File: config.mk
export PLATFORM = sky130hd
export DESIGN_NAME = writeback_arbiter
export DESIGN_NICKNAME = d
export VERILOG_FILES = /design/src/rtl/writeback_arbiter.sv
export SDC_FILE = /design/constraint.sdc
export NUM_CORES = 1
export LEC_CHECK = 0
export BUFFER_PORTS_ARGS = -buffer_cell sky130_fd_sc_hd__clkbuf_2
export CAP_MARGIN = 20
export CORE_MARGIN = 4
export CORE_UTILIZATION = 55
export CTS_CLUSTER_DIAMETER = 40
export CTS_CLUSTER_SIZE = 24
export DETAILED_ROUTE_END_ITERATION = 8
export PLACE_DENSITY = 0.75
export SYNTH_ARGS = -nofsm -noshare
export SYNTH_HDL_FRONTEND = slang
export SYNTH_SLANG_ARGS = --single-unit
File: constraint.sdc
create_clock -name clk -period 2.32 [get_ports clk]
set_input_delay 0.464 -clock clk [delete_from_list [all_inputs] [get_ports clk]]
set_output_delay 0.464 -clock clk [all_outputs]
set_load 0.01 [all_outputs]
File: src/rtl/writeback_arbiter.sv
// Writeback arbiter: merges single-cycle ALU results and FIFO-buffered load results
// onto the register file's single write port, with hazard-pending flags for decode.
module writeback_arbiter #(
    parameter int DEPTH        = 4,
    parameter int STARVE_LIMIT = 3
) (
    input  logic        clk,
    input  logic        rst_n,
    input  logic        aluValid,
    output logic        aluReady,
    input  logic [4:0]  aluReg,
    input  logic [31:0] aluData,
    input  logic        memValid,
    output logic        memReady,
    input  logic [4:0]  memReg,
    input  logic [31:0] memData,
    input  logic [4:0]  queryReg1,
    input  logic [4:0]  queryReg2,
    output logic        pending1,
    output logic        pending2,
    output logic        regWrite,
    output logic [4:0]  writeRegister,
    output logic [31:0] writeData
);
    localparam int PW = $clog2(DEPTH);
    localparam int CW = $clog2(DEPTH + 1);
    localparam int SW = (STARVE_LIMIT < 1) ? 1 : $clog2(STARVE_LIMIT + 1);
    localparam logic [CW-1:0] DEPTH_C = CW'(DEPTH);
    localparam logic [SW-1:0] LIMIT_C = SW'(STARVE_LIMIT);

    logic [4:0]       ent_reg_q  [DEPTH];
    logic [4:0]       ent_reg_d  [DEPTH];
    logic [31:0]      ent_data_q [DEPTH];
    logic [31:0]      ent_data_d [DEPTH];
    logic [DEPTH-1:0] ent_live_q, ent_live_d;
    logic [PW-1:0]    head_q, head_d, tail_q, tail_d;
    logic [CW-1:0]    count_q, count_d;
    logic [SW-1:0]    starve_q, starve_d;
    logic             reg_write_q, reg_write_d;
    logic [4:0]       write_reg_q, write_reg_d;
    logic [31:0]      write_data_q, write_data_d;

    logic             fifo_nonempty, force_mem, alu_acc, pop, push, push_live;
    logic [DEPTH-1:0] alu_match, hit1, hit2;

    assign fifo_nonempty = (count_q != '0);
    assign force_mem     = (starve_q == LIMIT_C) && fifo_nonempty;
    assign aluReady      = !force_mem;
    assign memReady      = (count_q < DEPTH_C);
    assign alu_acc       = aluValid && !force_mem;
    assign pop           = !alu_acc && fifo_nonempty;
    assign push          = memValid && memReady && (memReg != 5'd0);
    // A same-cycle load to the ALU's register is older, so it lands already killed.
    assign push_live     = !(alu_acc && (aluReg == memReg));

    assign regWrite      = reg_write_q;
    assign writeRegister = write_reg_q;
    assign writeData     = write_data_q;

    generate
        for (genvar gi = 0; gi < DEPTH; gi++) begin : g_match
            assign alu_match[gi] = (ent_reg_q[gi] == aluReg);
            assign hit1[gi]      = ent_live_q[gi] && (ent_reg_q[gi] == queryReg1);
            assign hit2[gi]      = ent_live_q[gi] && (ent_reg_q[gi] == queryReg2);
        end
    endgenerate

    always_comb begin
        pending1 = 1'b0;
        pending2 = 1'b0;
        if (queryReg1 != 5'd0) begin
            pending1 = (|hit1) || (reg_write_q && (write_reg_q == queryReg1));
        end
        if (queryReg2 != 5'd0) begin
            pending2 = (|hit2) || (reg_write_q && (write_reg_q == queryReg2));
        end
    end

    always_comb begin
        ent_reg_d    = ent_reg_q;
        ent_data_d   = ent_data_q;
        ent_live_d   = ent_live_q;
        head_d       = head_q;
        tail_d       = tail_q;
        count_d      = count_q;
        starve_d     = starve_q;
        reg_write_d  = 1'b0;
        write_reg_d  = write_reg_q;
        write_data_d = write_data_q;

        if (alu_acc) begin
            if (aluReg != 5'd0) begin
                reg_write_d  = 1'b1;
                write_reg_d  = aluReg;
                write_data_d = aluData;
                ent_live_d   = ent_live_q & ~alu_match;
            end
        end else if (pop) begin
            // Killed heads still burn this slot, just without a write.
            if (ent_live_q[head_q]) begin
                reg_write_d  = 1'b1;
                write_reg_d  = ent_reg_q[head_q];
                write_data_d = ent_data_q[head_q];
            end
            ent_live_d[head_q] = 1'b0;
            head_d             = head_q + PW'(1);
        end

        if (push) begin
            ent_reg_d[tail_q]  = memReg;
            ent_data_d[tail_q] = memData;
            ent_live_d[tail_q] = push_live;
            tail_d             = tail_q + PW'(1);
        end

        case ({push, pop})
            2'b10:   count_d = count_q + CW'(1);
            2'b01:   count_d = count_q - CW'(1);
            default: count_d = count_q;
        endcase

        if (pop || !fifo_nonempty) begin
            starve_d = '0;
        end else if (alu_acc && (starve_q != LIMIT_C)) begin
            starve_d = starve_q + SW'(1);
        end
    end

    always_ff @(posedge clk or negedge rst_n) begin
        if (!rst_n) begin
            for (int i = 0; i < DEPTH; i++) begin
                ent_reg_q[i]  <= '0;
                ent_data_q[i] <= '0;
            end
            ent_live_q   <= '0;
            head_q       <= '0;
            tail_q       <= '0;
            count_q      <= '0;
            starve_q     <= '0;
            reg_write_q  <= 1'b0;
            write_reg_q  <= '0;
            write_data_q <= '0;
        end else begin
            ent_reg_q    <= ent_reg_d;
            ent_data_q   <= ent_data_d;
            ent_live_q   <= ent_live_d;
            head_q       <= head_d;
            tail_q       <= tail_d;
            count_q      <= count_d;
            starve_q     <= starve_d;
            reg_write_q  <= reg_write_d;
            write_reg_q  <= write_reg_d;
            write_data_q <= write_data_d;
        end
    end
endmodule

* After elaboration in Yosys (flattened, before gate mapping)
Index checks and enable logic that the tools add are counted.
** Cells by class
- Eq/ne operators :: 20
- Add/subtract/negate cells :: 5
- Shift operators :: 0
- Multipliers :: 0
- Bitwise gates (word level) :: 7
- Reduce and logical (&&, ||, !) cells :: 40
- Mux-type cells :: 40
- Div/mod/pow operators :: 0
- $lt $le $gt $ge :: 8
** Operator list (count)
- 2-to-1 mux 32 bit :: 7
- bitwise mux 128 bit :: 1
- == test 5 bit :: 15
- binary-select mux 32 bit (select 2 bit) :: 1
- demux 32 bit (select 2 bit) :: 1
- 2-to-1 mux 5 bit :: 7
- bitwise mux 20 bit :: 1
- logical AND 1 bit :: 20
- nonzero test 5 bit :: 4
- 2-to-1 mux 4 bit :: 4
- binary-select mux 5 bit (select 2 bit) :: 1
- demux 5 bit (select 2 bit) :: 1
- 2-to-1 mux 1 bit :: 9
- AND 4 bit :: 2
- NOT 4 bit :: 2
- nonzero test 2 bit :: 4
- OR reduction 4 bit :: 2
- adder 2 x 1 -> 2 bit, second input constant :: 3
- greater-or-equal comparator 3 bit, second input constant :: 2
- < comparator 2 x 3 -> 1 bit, second input constant :: 2
- NOT 2 -> 3 bit :: 2
- one-hot mux 3 bit (2 select lines) :: 1
- bitwise mux 4 bit :: 1
- demux 1 bit (select 2 bit) :: 2
- 17 further kinds :: 25
** Storage, ports and cells
- Bits in writable memories :: 0
- Latch bits :: 0
- Register bits :: 199
- Output and inout port bits :: 42
- Memories kept :: 0
- ROM bits :: 0

* Logic depth before layout (Yosys ltp)
Gate-level depths: netlist (run 1).
- Depth after elaboration :: 10
- Gate-level depth with buffers :: 10

* Worst setup path before layout (run 1)
No wires, ideal clock.
- Path kind :: input port to flip-flop
- Start :: in memReg[0]
- End :: reg count_q[2]
- Library setup time :: 0.080 ns
- Setup slack :: -0.002 ns
- Buffers on the path :: 1
- Cell stages on the path :: 10
- Required time :: 2.240 ns
- Arrival :: 2.242 ns
- Cells stage by stage :: or3_1 > o311a_1 > buf_2 > inv_1 > ha_1 > inv_1 > fa_1 > xor2_1 > nor2_1 > xnor2_1
** Between the ends
- Cells in the longest elaborated chain, start to end :: 4
- Elaborated cells between the ends (all ways) :: 6
- Those cells by class :: eq/ne: 2; mux: 1; reduce/logical: 3
** RTL lines
- start, declared :: line 15 : input logic [4:0] memReg,
- nonzero test 5 bit * :: line 52 : assign push = memValid && memReady && (memReg != 5'd0);
- logical AND 1 bit * :: line 52
- == test 2 x 1 -> 1 bit or == test 2 bit (tied branches) :: line 116 : case ({push, pop})
- one-hot mux 3 bit (2 select lines) or nonzero test 2 bit (tied branches)
- end signal, assigned :: line 149 : count_q <= count_d;
- end, declared :: line 37 : logic [CW-1:0] count_q, count_d;
Every way passes the cells marked *; elsewhere a longest branch is shown, timed or not.
A chain may end at the register's enable or synchronous reset.

* Worst setup path in the final report (run 1)
- Start :: reg ent_reg_q[19] in the netlist's numbering
- End :: out pending1
** Between the ends
- Cells in the longest elaborated chain, start to end :: 5
** RTL lines
- start, declared :: line 31 : logic [4:0] ent_reg_q [DEPTH];
- start signal, assigned :: line 144 : ent_reg_q <= ent_reg_d;
- == test 5 bit :: line 63 : assign hit1[gi] = ent_live_q[gi] && (ent_reg_q[gi] == queryReg1);
- logical AND 1 bit :: line 63
- OR reduction 4 bit :: line 72 : pending1 = (|hit1) || (reg_write_q && (write_reg_q == queryReg1));
- logical OR 1 bit :: line 72
- 2-to-1 mux 1 bit :: line 71 : if (queryReg1 != 5'd0) begin
- end, declared :: line 19 : output logic pending1,
Every way passes these cells.

==> impl_metrics.yaml, run 1 <==
logic_synthesis:
  synth_edf_count: 0
  postSynthCellCount: 720
  yosysSeqAreaShare_pct: 50.8
  synth_fp_nets: 819
  ys_ff_latch: 199
  netlist_area_um2: 9810
  yosysWarnings: 0
  synth_top_flop_cell: "dfrtp_1"
  synth_most_common_cell: "dfrtp_1"
  yosys-top-cells-count: "199 x dfrtp_1, 148 x mux2_2, 51 x xor2_1"
  synth_area_leaders: "dfrtp_1 51%, mux2_2 17%, mux4_2 8.7%"
  synth_cell_types: 32
  yosys.area.top_type: "dfrtp_1"
  synth_top_area_share_pct: 50.8
  syn_area_per_cell_um2: 13.6
  ys_async_sr_fraction_pct: 100
setup_path:
  cpLargestDelayFamily: "simple AND/OR/NAND/NOR gates"
  path_cells: "xor2_1 -> nor4_1 -> nand3_1 -> nand3_2 -> o22a_1 -> buf_2"
  r2r_setup_slack_ns: 0.34
  cp_slowest_stage_delay_ns: 0.47
  path_buf_inv: 1
  path_class: "reg2out"
  r2r-end: "writeData[8]$_DFFE_PN0P_"
  r2r_start: "count_q[1]$_DFFE_PN0P_"
  crit_slowest_cell: "dfrtp_2"
  arrival_ns: 1.87
  end_kind: "primary output"
  startpoint_type: "flop"
  reg2regPathDepth: 7
  crit_path_max_fanout: 5
  crit_required_ns: 1.86
placement:
  io_buffers: 129
  post-place-ws_ns: -0.101
  globalplace.congestion: 0.900
  hpwl_mm: 16.1
  placed_area_um2: 10900
cells_and_area:
  seqCellArea_um2: 5000
  fillers: 1249
  syn_to_final_growth_pct: 19.1
  finalInstanceArea_um2: 11700
  multiInputGateArea_um2: 4530
  n_antenna_cell: 0
  num-nets-final: 969
  layout-drive-gt1-share_pct: 49.5
outcome:
  violations: "negative setup slack"
  status: "finished, violations left"
job:
  max_cap_viol_count: 0
cts:
  insertion_delay_ns: 0.44
  numClockSinks: 199
  clkSlewWorstSetupHoldPaths_ns: 0.07
  h-tree-depth: 4
  cts_root_buf: "clkbuf_16"
  cts_buffers: 17
  cts_tree: "built"
  cts_hold_buffers: 0
  ctsLongestPathBuffers: 2
floorplan:
  ios: 130
  die_w_um: 142
  dieArea_um2: 20000
  core-area_um2: 17400
  rows: 48
  start_util_pct: 56.5
  die_h_um: 142
routing:
  drtPass1Iterations: 4
  vias: 6351
  drt-total-wl_mm: 23.0
  drc_errors: 0
  viasPerCell: 5.73
  antenna_left: 0
  avgRoutedWirePerCell_um: 20.8
  first_iter_violations: 276
sta:
  setup_viol: 2
  fin_ws_ns: -0.00907
  clock.fmax_mhz: 429
  slew_headroom_pct: 64.6
  timing.final.crit_share_pct: 100
  worst_pin_slew_ns: 0.531
  fin_skew_ns: 0.0131
  rsz0062_at_grt: "yes"
  final-hold-violation-count: 0
  drv_slew: 0
  finalCriticalPeriod_ns: 2.33
min_path:
  min_path_type: "in2async"
global_route:
  antenna_found_initial: 0
  grt_first_pass_wirelength_mm: 37.8
  grt-ovfl-total: 0
  grt_max_degree: 65
  grt_pass1_vias: 7090
  grt_use_total_pct: 24.1
power_and_ir_drop:
  ir_drop_mv: 0.667
  power_density_nw_per_um2: 1410
  p_leak_nw: 5.32
## report_power, final
group / switching [mW] / total (mW) / internal [mW]
clock network: 1.34 / 3.25 / 1.91
logic: 2.90 / 6.68 / 3.78
registers: 1.24 / 6.50 / 5.26
## cell families (layout without fill, tap and decap cells)
logic type / Yosys count / count (layout) / synth area share [%]
muxes: 224 / 224 / 29.6
DFF: 199 / 199 / 50.8
and+or+nand+nor: 94 / 94 / 4.48
xor gates and xnor gates: 80 / 80 / 7.14
buffers and inverters: 62 / 225 / 3.60
AOI/OAI and AO/OA: 50 / 50 / 2.92
adders and majority gates: 11 / 11 / 1.48
## area by class of cell
cell class | count | area share (%)
flip-flops and latches | 199 | 42.8
well taps | 225 | 2.41
inverters | 10 | 0.321
clock inverters | 12 | 1.58
clock buffers | 20 | 3.99
repair buffers | 183 | 10.1
multi-input cells | 459 | 38.8
## repair_timing
item,CTS,global route
endpoints found under the hold margin,0,0
gates cloned,0,0
setup buffers,10,3
setup endpoints to repair,2,2
pin swaps,18,11
gates resized for setup,15,11
## worst reg2reg max path: cells and delay by family (launching register included)
family	cells	cell delay, ns
flops	1	0.41
buf+inv	2	0.44
compound gates	3	0.42
simple gates	2	0.58
## how the worst max path moves through the flow
| stage | from | endpoint | cells past startpoint |
|---|---|---|---|
| floorplan | memReg[0] | count_q[2]$_DFFE_PN0P_ | 10 |
| global placement | memReg[0] | count_q[2]$_DFFE_PN0P_ | 10 |
| detailed placement | memReg[0] | count_q[2]$_DFFE_PN0P_ | 10 |
| CTS | writeRegister[3]$_DFFE_PN0P_ | pending1 | 6 |
| global route | ent_reg_q[3]$_DFFE_PN0P_ | pending1 | 6 |
| finish | ent_reg_q[19]$_DFFE_PN0P_ | pending1 | 6 |
## layout by cell type, fill, tap and decap left out, drive strengths merged, types with 4 or more instances in the layout
master  instances
a21oi          38
buf            56
bufinv          4
clkbuf        147
dfrtp         199
ha             10
inv            14
mux2          148
mux2i          38
mux4           38
nand2          13
nand3          21
nor2           38
nor4           15
o22ai           4
xnor2          29
xor2           51
## layer usage
layer / vias up / wire, um / track usage, % / share of wire (%)
met5: - / 0 / 0 / 0
met4: 0 / 402 / 7.27 / 1.7
met3: 30 / 1130 / 4.21 / 4.9
met2: 148 / 11800 / 41.2 / 51
met1: 3295 / 9700 / 31.9 / 42
li1: 2878 / - / - / -
## stage by stage
| stage | util (%) | total power [mW] | instances | hold slack (ns) | setup TNS (ns) |
|---|---|---|---|---|---|
| global route | 67.3 | 17.4 | 1108 | 0.0534 | -0.187 |
| detailed placement | 62.6 | 13.0 | 1063 | 0.436 | -0.162 |
| CTS | 66.9 | 16.5 | 1105 | 0.0228 | -0.00338 |
| global placement | 62.6 | 12.6 | 1063 | 0.428 | -0.0740 |
| floorplan | - | 11.0 | 720 | 0.168 | 0 |
| finish | 67.3 | 16.4 | 1108 | 0.00831 | -0.0129 |
## flip-flops by register name, indices dropped and copies added (netlist names)
register,flops
ent_reg_q,20
starve_q,2
ent_data_q,128
regWrite,1
head_q,2
count_q,3
writeRegister,5
tail_q,2
ent_live_q,4
writeData,32
(Power assumes the default switching activity.)
==> inputs of run 2 (changes only) <==
--- a/config.mk
+++ b/config.mk
@@ -5,7 +5,7 @@
 export SDC_FILE = /design/constraint.sdc
 export NUM_CORES = 1
 export LEC_CHECK = 0
-export BUFFER_PORTS_ARGS = -buffer_cell sky130_fd_sc_hd__clkbuf_2
+export BUFFER_PORTS_ARGS = -buffer_cell sky130_fd_sc_hd__buf_2
 export CAP_MARGIN = 20
 export CORE_MARGIN = 4
 export CORE_UTILIZATION = 55
==> constraint.sdc (replaced) <==
create_clock -name clk -period 2.32 [get_ports clk]
set_input_delay 0.464 -clock clk [delete_from_list [all_inputs] [get_ports clk]]
set_output_delay 0.464 -clock clk [all_outputs]
set_load 0.02 [all_outputs]
==> impl_metrics.yaml, run 2 (synthesized netlist as in run 1, its figures left out) <==
setup_path:
  crit_path_max_fanout: 5
  path_class: "reg2out"
  arrival_ns: 1.86
  end_kind: "primary output"
  crit_required_ns: 1.86
  startpoint_type: "flop"
sta:
  final-hold-violation-count: 0
  hold_ws_ns: 0.304
  worst_pin_slew_ns: 0.475
  finalCriticalPeriod_ns: 2.32
  drv_slew: 0
  slew_headroom_pct: 68.4
  rsz0062_at_grt: "yes"
  fin_ws_ns: -0.000188
  clock.fmax_mhz: 431
  setup_viol: 1
  timing.final.crit_share_pct: 100
  fin_skew_ns: 0.0111
cts:
  cts_root_buf: "clkbuf_16"
  h-tree-depth: 4
  cts_buffers: 17
  insertion_delay_ns: 0.43
  clkSlewWorstSetupHoldPaths_ns: 0.07
  cts_tree: "built"
  numClockSinks: 199
  ctsLongestPathBuffers: 2
global_route:
  grt_max_degree: 56
  grt_use_total_pct: 23.9
  grt_pass1_vias: 6961
  grt-ovfl-total: 0
  antenna_found_initial: 0
  grt_first_pass_wirelength_mm: 37.4
routing:
  drt-total-wl_mm: 23.0
  drc_errors: 0
  antenna_left: 0
  drtPass1Iterations: 4
  vias: 6239
  first_iter_violations: 306
  viasPerCell: 5.64
  avgRoutedWirePerCell_um: 20.8
placement:
  hpwl_mm: 16.1
  io_buffers: 129
  globalplace.congestion: 0.929
  placed_area_um2: 10900
cells_and_area:
  top_register: "ent_data_q"
  final_common_cell: "dfrtp_1"
  multiInputGateArea_um2: 4520
  finalInstanceArea_um2: 11600
  seqCellArea_um2: 5000
  largest_reg_flops: 128
  layout_common_cells: "183 x dfrtp_1, 148 x mux2_2, 126 x buf_2"
  n_antenna_cell: 0
  syn_to_final_growth_pct: 18.4
  num-nets-final: 967
  layout-drive-gt1-share_pct: 48.5
  fillers: 1297
job:
  max_cap_viol_count: 0
floorplan:
  start_util_pct: 56.5
  rows: 48
  core-area_um2: 17400
  die_w_um: 142
  ios: 130
  dieArea_um2: 20000
  die_h_um: 142
outcome:
  status: "finished, violations left"
  violations: "negative setup slack"
power_and_ir_drop:
  power_density_nw_per_um2: 1410
  ir_drop_mv: 0.750
  p_leak_nw: 5.25
min_path:
  min_path_type: "in2reg"
run 2: cell types whose count changed in the layout (fill, tap and decap cells not counted), moves of 2 or more:
cell,change
buf_2,+124
buf_4,-4
buf_6,+2
bufinv_16,-2
clkbuf_1,+3
clkbuf_2,-126
dfrtp_1,+2
dfrtp_2,-2
inv_6,-3
run 2: cell type report:
type | instances | area share, %
multi-input combinational | 459 | 38.9
sequential | 199 | 43.1
timing repair buffer | 181 | 10.2
clock buffer | 22 | 4.00
inverter | 10 | 0.323
clock inverter | 10 | 1.03
tap | 225 | 2.42
run 2: timing repair:
action | CTS | global route
pin swaps | 7 | 6
resized for setup | 19 | 5
setup endpoints to repair | 2 | 2
hold buffers | 0 | 1
gates cloned | 0 | 0
setup buffers | 10 | 4
endpoints found under the hold margin | 0 | 2
run 2: path summary, 6_finish.rpt:
| check | startpoint | endpoint | slack [ns] | cells after the start |
|---|---|---|---|---|
| setup / recovery | ent_reg_q[13]$_DFFE_PN0P_ | pending1 | -0.0002 | 6 |
| hold / removal | memData[30] | ent_data_q[30]$_DFFE_PN0P_ | 0.30 | 2 |
| setup reg to reg | starve_q[0]$_DFFE_PN0P_ | count_q[2]$_DFFE_PN0P_ | 0.39 | 9 |
| hold reg to reg | starve_q[0]$_DFFE_PN0P_ | starve_q[0]$_DFFE_PN0P_ | 0.46 | 1 |
| max in group asynchronous | rst_n | ent_data_q[17]$_DFFE_PN0P_ | 1.03 | 3 |
| min in group asynchronous | rst_n | writeData[1]$_DFFE_PN0P_ | 0.55 | 2 |
run 2: critical path: stages, from the launching register on:
cell,delay (ns)
dfrtp_2,0.47
xor2_1,0.18
nor4_1,0.24
nand3_1,0.14
nand3_2,0.11
o22a_1,0.17
buf_6,0.12
run 2: layer usage:
layer / routed length, um / global-route usage, % / vias to the layer above
met5: 0 / 0 / -
met4: 227 / 5.35 / 0
met3: 883 / 5.02 / 21
met2: 12100 / 42.1 / 128
met1: 9770 / 30.7 / 3223
li1: - / - / 2867
run 2: per-stage QoR:
stage | worst slack (ns) | TNS [ns] | power [mW] | utilization [%] | std cells
floorplan | 0.0218 | 0 | 11.2 | - | 720
global placement | -0.0911 | -0.0911 | 12.8 | 62.5 | 1059
detailed placement | -0.168 | -0.581 | 13.3 | 62.5 | 1059
CTS | -0.00152 | -0.00152 | 16.5 | 66.5 | 1101
global route | -0.0854 | -0.162 | 17.4 | 66.9 | 1106
finish | -0.000188 | -0.000188 | 16.4 | 66.9 | 1106
run 2: where the power goes:
group          switching (mW)  internal [mW]  leakage, nW
combinational            3.15           3.82         2.60
sequential               1.23           5.26         2.36
clock                    1.29           1.65        0.281
==> inputs of run 3 (changes only) <==
--- a/config.mk
+++ b/config.mk
@@ -5,6 +5,7 @@
 export SDC_FILE = /design/constraint.sdc
 export NUM_CORES = 1
 export LEC_CHECK = 0
+export ABC_AREA = 1
 export BUFFER_PORTS_ARGS = -buffer_cell sky130_fd_sc_hd__buf_2
 export CAP_MARGIN = 20
 export CORE_MARGIN = 4
@@ -12,7 +13,7 @@
 export CTS_CLUSTER_DIAMETER = 40
 export CTS_CLUSTER_SIZE = 24
 export DETAILED_ROUTE_END_ITERATION = 8
-export PLACE_DENSITY = 0.75
+export PLACE_DENSITY = 0.74
 export SYNTH_ARGS = -nofsm -noshare
 export SYNTH_HDL_FRONTEND = slang
 export SYNTH_SLANG_ARGS = --single-unit
==> impl_metrics.yaml, run 3 <==
sta:
  finalCriticalPeriod_ns: 2.24
  clock.fmax_mhz: 446
  setup_viol: 0
  fin_skew_ns: 0.0124
  hold_ws_ns: 0.275
  timing.final.crit_share_pct: 96.6
  final-hold-violation-count: 0
  worst_pin_slew_ns: 0.840
  drv_slew: 0
  slew_headroom_pct: 43.9
floorplan:
  die_h_um: 146
  die_w_um: 146
  rows: 50
  core-area_um2: 18700
  dieArea_um2: 21200
  ios: 130
  start_util_pct: 55.7
logic_synthesis:
  syn_area_per_cell_um2: 7.26
  yosysWarnings: 0
  synth_top_family_by_area: "simple AND/OR/NAND/NOR gates"
  synth-compound-area-share_pct: 12.7
  ys_ff_latch: 199
  synth_area_leaders: "dfrtp_1 48%, nand2_1 20%, o21ai_0 8.6%"
  synth_mux_area_share_pct: 0
  netlist_area_um2: 10400
  ys_async_sr_fraction_pct: 100
  synthSimpleGateAreaFrac_pct: 28.4
  yosys.area.top_type: "dfrtp_1"
  yosysSeqAreaShare_pct: 47.8
  synth_top_area_share_pct: 47.8
  synth_most_common_cell: "nand2_1"
  yosys-top-cells-count: "567 x nand2_1, 199 x dfrtp_1, 180 x o21ai_0"
  synth_cell_types: 28
  synth_edf_count: 0
  synthXorXnorAreaFrac_pct: 1.60
  synth_top_flop_cell: "dfrtp_1"
  synthAdderAreaFrac_pct: 1.39
  postSynthCellCount: 1437
  synth_fp_nets: 1536
routing:
  drtPass1Iterations: 6
  avgRoutedWirePerCell_um: 16.4
  viasPerCell: 5.44
  vias: 9694
  first_iter_violations: 922
  drt-total-wl_mm: 29.3
  drc_errors: 0
  antenna_left: 0
cells_and_area:
  finalInstanceArea_um2: 12000
  layout-drive-gt1-share_pct: 14.0
  fillers: 1661
  num-nets-final: 1634
  syn_to_final_growth_pct: 14.6
  largest_reg_flops: 128
  final_common_cell: "nand2_1"
  fin_util_pct: 63.9
  fin_cells: 1783
  top_register: "ent_data_q"
  layout_common_cells: "567 x nand2_1, 192 x dfrtp_1, 180 x o21ai_0"
placement:
  numPlacedInstances: 1747
  globalplace.congestion: 1.01
  io_buffers: 129
  placed_area_um2: 11300
  hpwl_mm: 19.2
min_path:
  min_path_type: "in2reg"
  hold_start: "memData[17]"
  hold_end: "ent_data_q[81]$_DFFE_PN0P_"
  min_path_cells: 3
job:
  max_cap_viol_count: 0
global_route:
  grt_use_total_pct: 27.7
  grt_pass1_vias: 9322
  antenna_found_initial: 0
  grt_max_degree: 83
  grt-ovfl-total: 0
  grt_first_pass_wirelength_mm: 48.1
cts:
  cts_root_buf: "clkbuf_16"
  h-tree-depth: 4
  numClockSinks: 199
  cts_tree: "built"
  cts_buffers: 17
  insertion_delay_ns: 0.43
  ctsLongestPathBuffers: 2
  clkSlewWorstSetupHoldPaths_ns: 0.07
setup_path:
  reg2regPathDepth: 11
  cpLargestDelayFamily: "simple AND/OR/NAND/NOR gates"
  path_cells: "inv_1 -> nand2_1 -> nand2_1 -> nor2_1 -> nand3_1 -> nand2_1 -> nor2_1 -> nor2_1 -> buf_2"
  arrival_ns: 1.78
  crit_path_max_fanout: 4
  r2r_setup_slack_ns: 0.23
  path_buf_inv: 2
  cp_slowest_stage_delay_ns: 0.44
  crit_slowest_cell: "dfrtp_1"
  end_kind: "primary output"
  path_class: "reg2out"
  r2r_start: "count_q[0]$_DFFE_PN0P_"
  crit_required_ns: 1.86
  r2r-end: "writeData[15]$_DFFE_PN0P_"
  startpoint_type: "flop"
power_and_ir_drop:
  p_leak_nw: 6.26
  ir_drop_mv: 0.854
  power_mw: 16.3
  power_density_nw_per_um2: 1360
outcome:
  status: "finished, final reports clean"
## run 3: changes by cell type after synthesis, sizes merged, moves of 46 or more
cell and change:
mux2 -148, xor2 -46, nand2 +559, o21ai +182
inv +113, nand3 +77
## run 3: cell type report
type,count,area (um2),area share (%)
Antenna cell,1,2.50,0.0209
Clock buffer,21,480,4.02
Clock inverter,11,136,1.14
Inverter,124,465,3.89
Multi-Input combinational cell,1036,4590,38.4
Sequential cell,199,4990,41.8
Tap cell,234,293,2.45
Timing Repair Buffer,157,992,8.30
## run 3: timing repair
action	4_1_cts	5_1_grt
setup buffers	0	2
hold buffers	1	0
hold endpoints to repair	2	0
resized for setup	0	9
setup endpoints to repair	0	2
## run 3: stage by stage
step,setup WS [ns],TNS (ns)
3_5_place_dp,0.112,0
4_1_cts,0.0357,0
6_report,0.0783,0
5_1_grt,-0.00531,-0.00565
2_1_floorplan,0.343,0
3_3_place_gp,0.151,0
## run 3: logic make-up (layout without fill, tap and decap cells)
kind of cell	Yosys count	in the layout
adders and majority gates	11	11
AOI/OAI and AO/OA	263	263
DFF	199	199
xor gates and xnor gates	19	19
other	0	1
and+or+nand+nor	743	743
buffers and inverters	202	313
## run 3: metal layers
| layer | vias up | global-route usage [%] | share of wire (%) |
|---|---|---|---|
| met5 | - | 0 | 0 |
| met4 | 0 | 7.17 | 1.5 |
| met3 | 38 | 5.57 | 7.4 |
| met2 | 387 | 45.1 | 47 |
| met1 | 4545 | 38.5 | 44 |
| li1 | 4724 | - | - |
## run 3: worst max path at each step
stage | start | to | slack, ns | cells after the start
4_1_cts | ent_reg_q[5]$_DFFE_PN0P_ | pending2 | 0.04 | 9
5_1_grt | ent_reg_q[5]$_DFFE_PN0P_ | pending2 | -0.005 | 9
3_3_place_gp | memReg[2] | count_q[2]$_DFFE_PN0P_ | 0.15 | 10
3_5_place_dp | memReg[2] | count_q[2]$_DFFE_PN0P_ | 0.11 | 10
2_1_floorplan | count_q[2]$_DFFE_PN0P_ | count_q[2]$_DFFE_PN0P_ | 0.34 | 12
6_report | ent_reg_q[18]$_DFFE_PN0P_ | pending2 | 0.08 | 9
## run 3: worst reg2reg max path, stage by stage (launching register included)
cell     delay, ns
dfrtp_1       0.40
inv_2         0.08
nand3_2       0.12
nand2_2       0.11
nand2_4       0.06
buf_4         0.23
a21oi_2       0.28
inv_2         0.08
nand2_2       0.29
buf_4         0.26
nand2_1       0.07
nand2_1       0.06
## run 3: where the power goes
| part | switching, mW | internal [mW] |
|---|---|---|
| Clock | 1.36 | 1.72 |
| Sequential | 1.09 | 5.14 |
| Combinational | 4.54 | 2.42 |
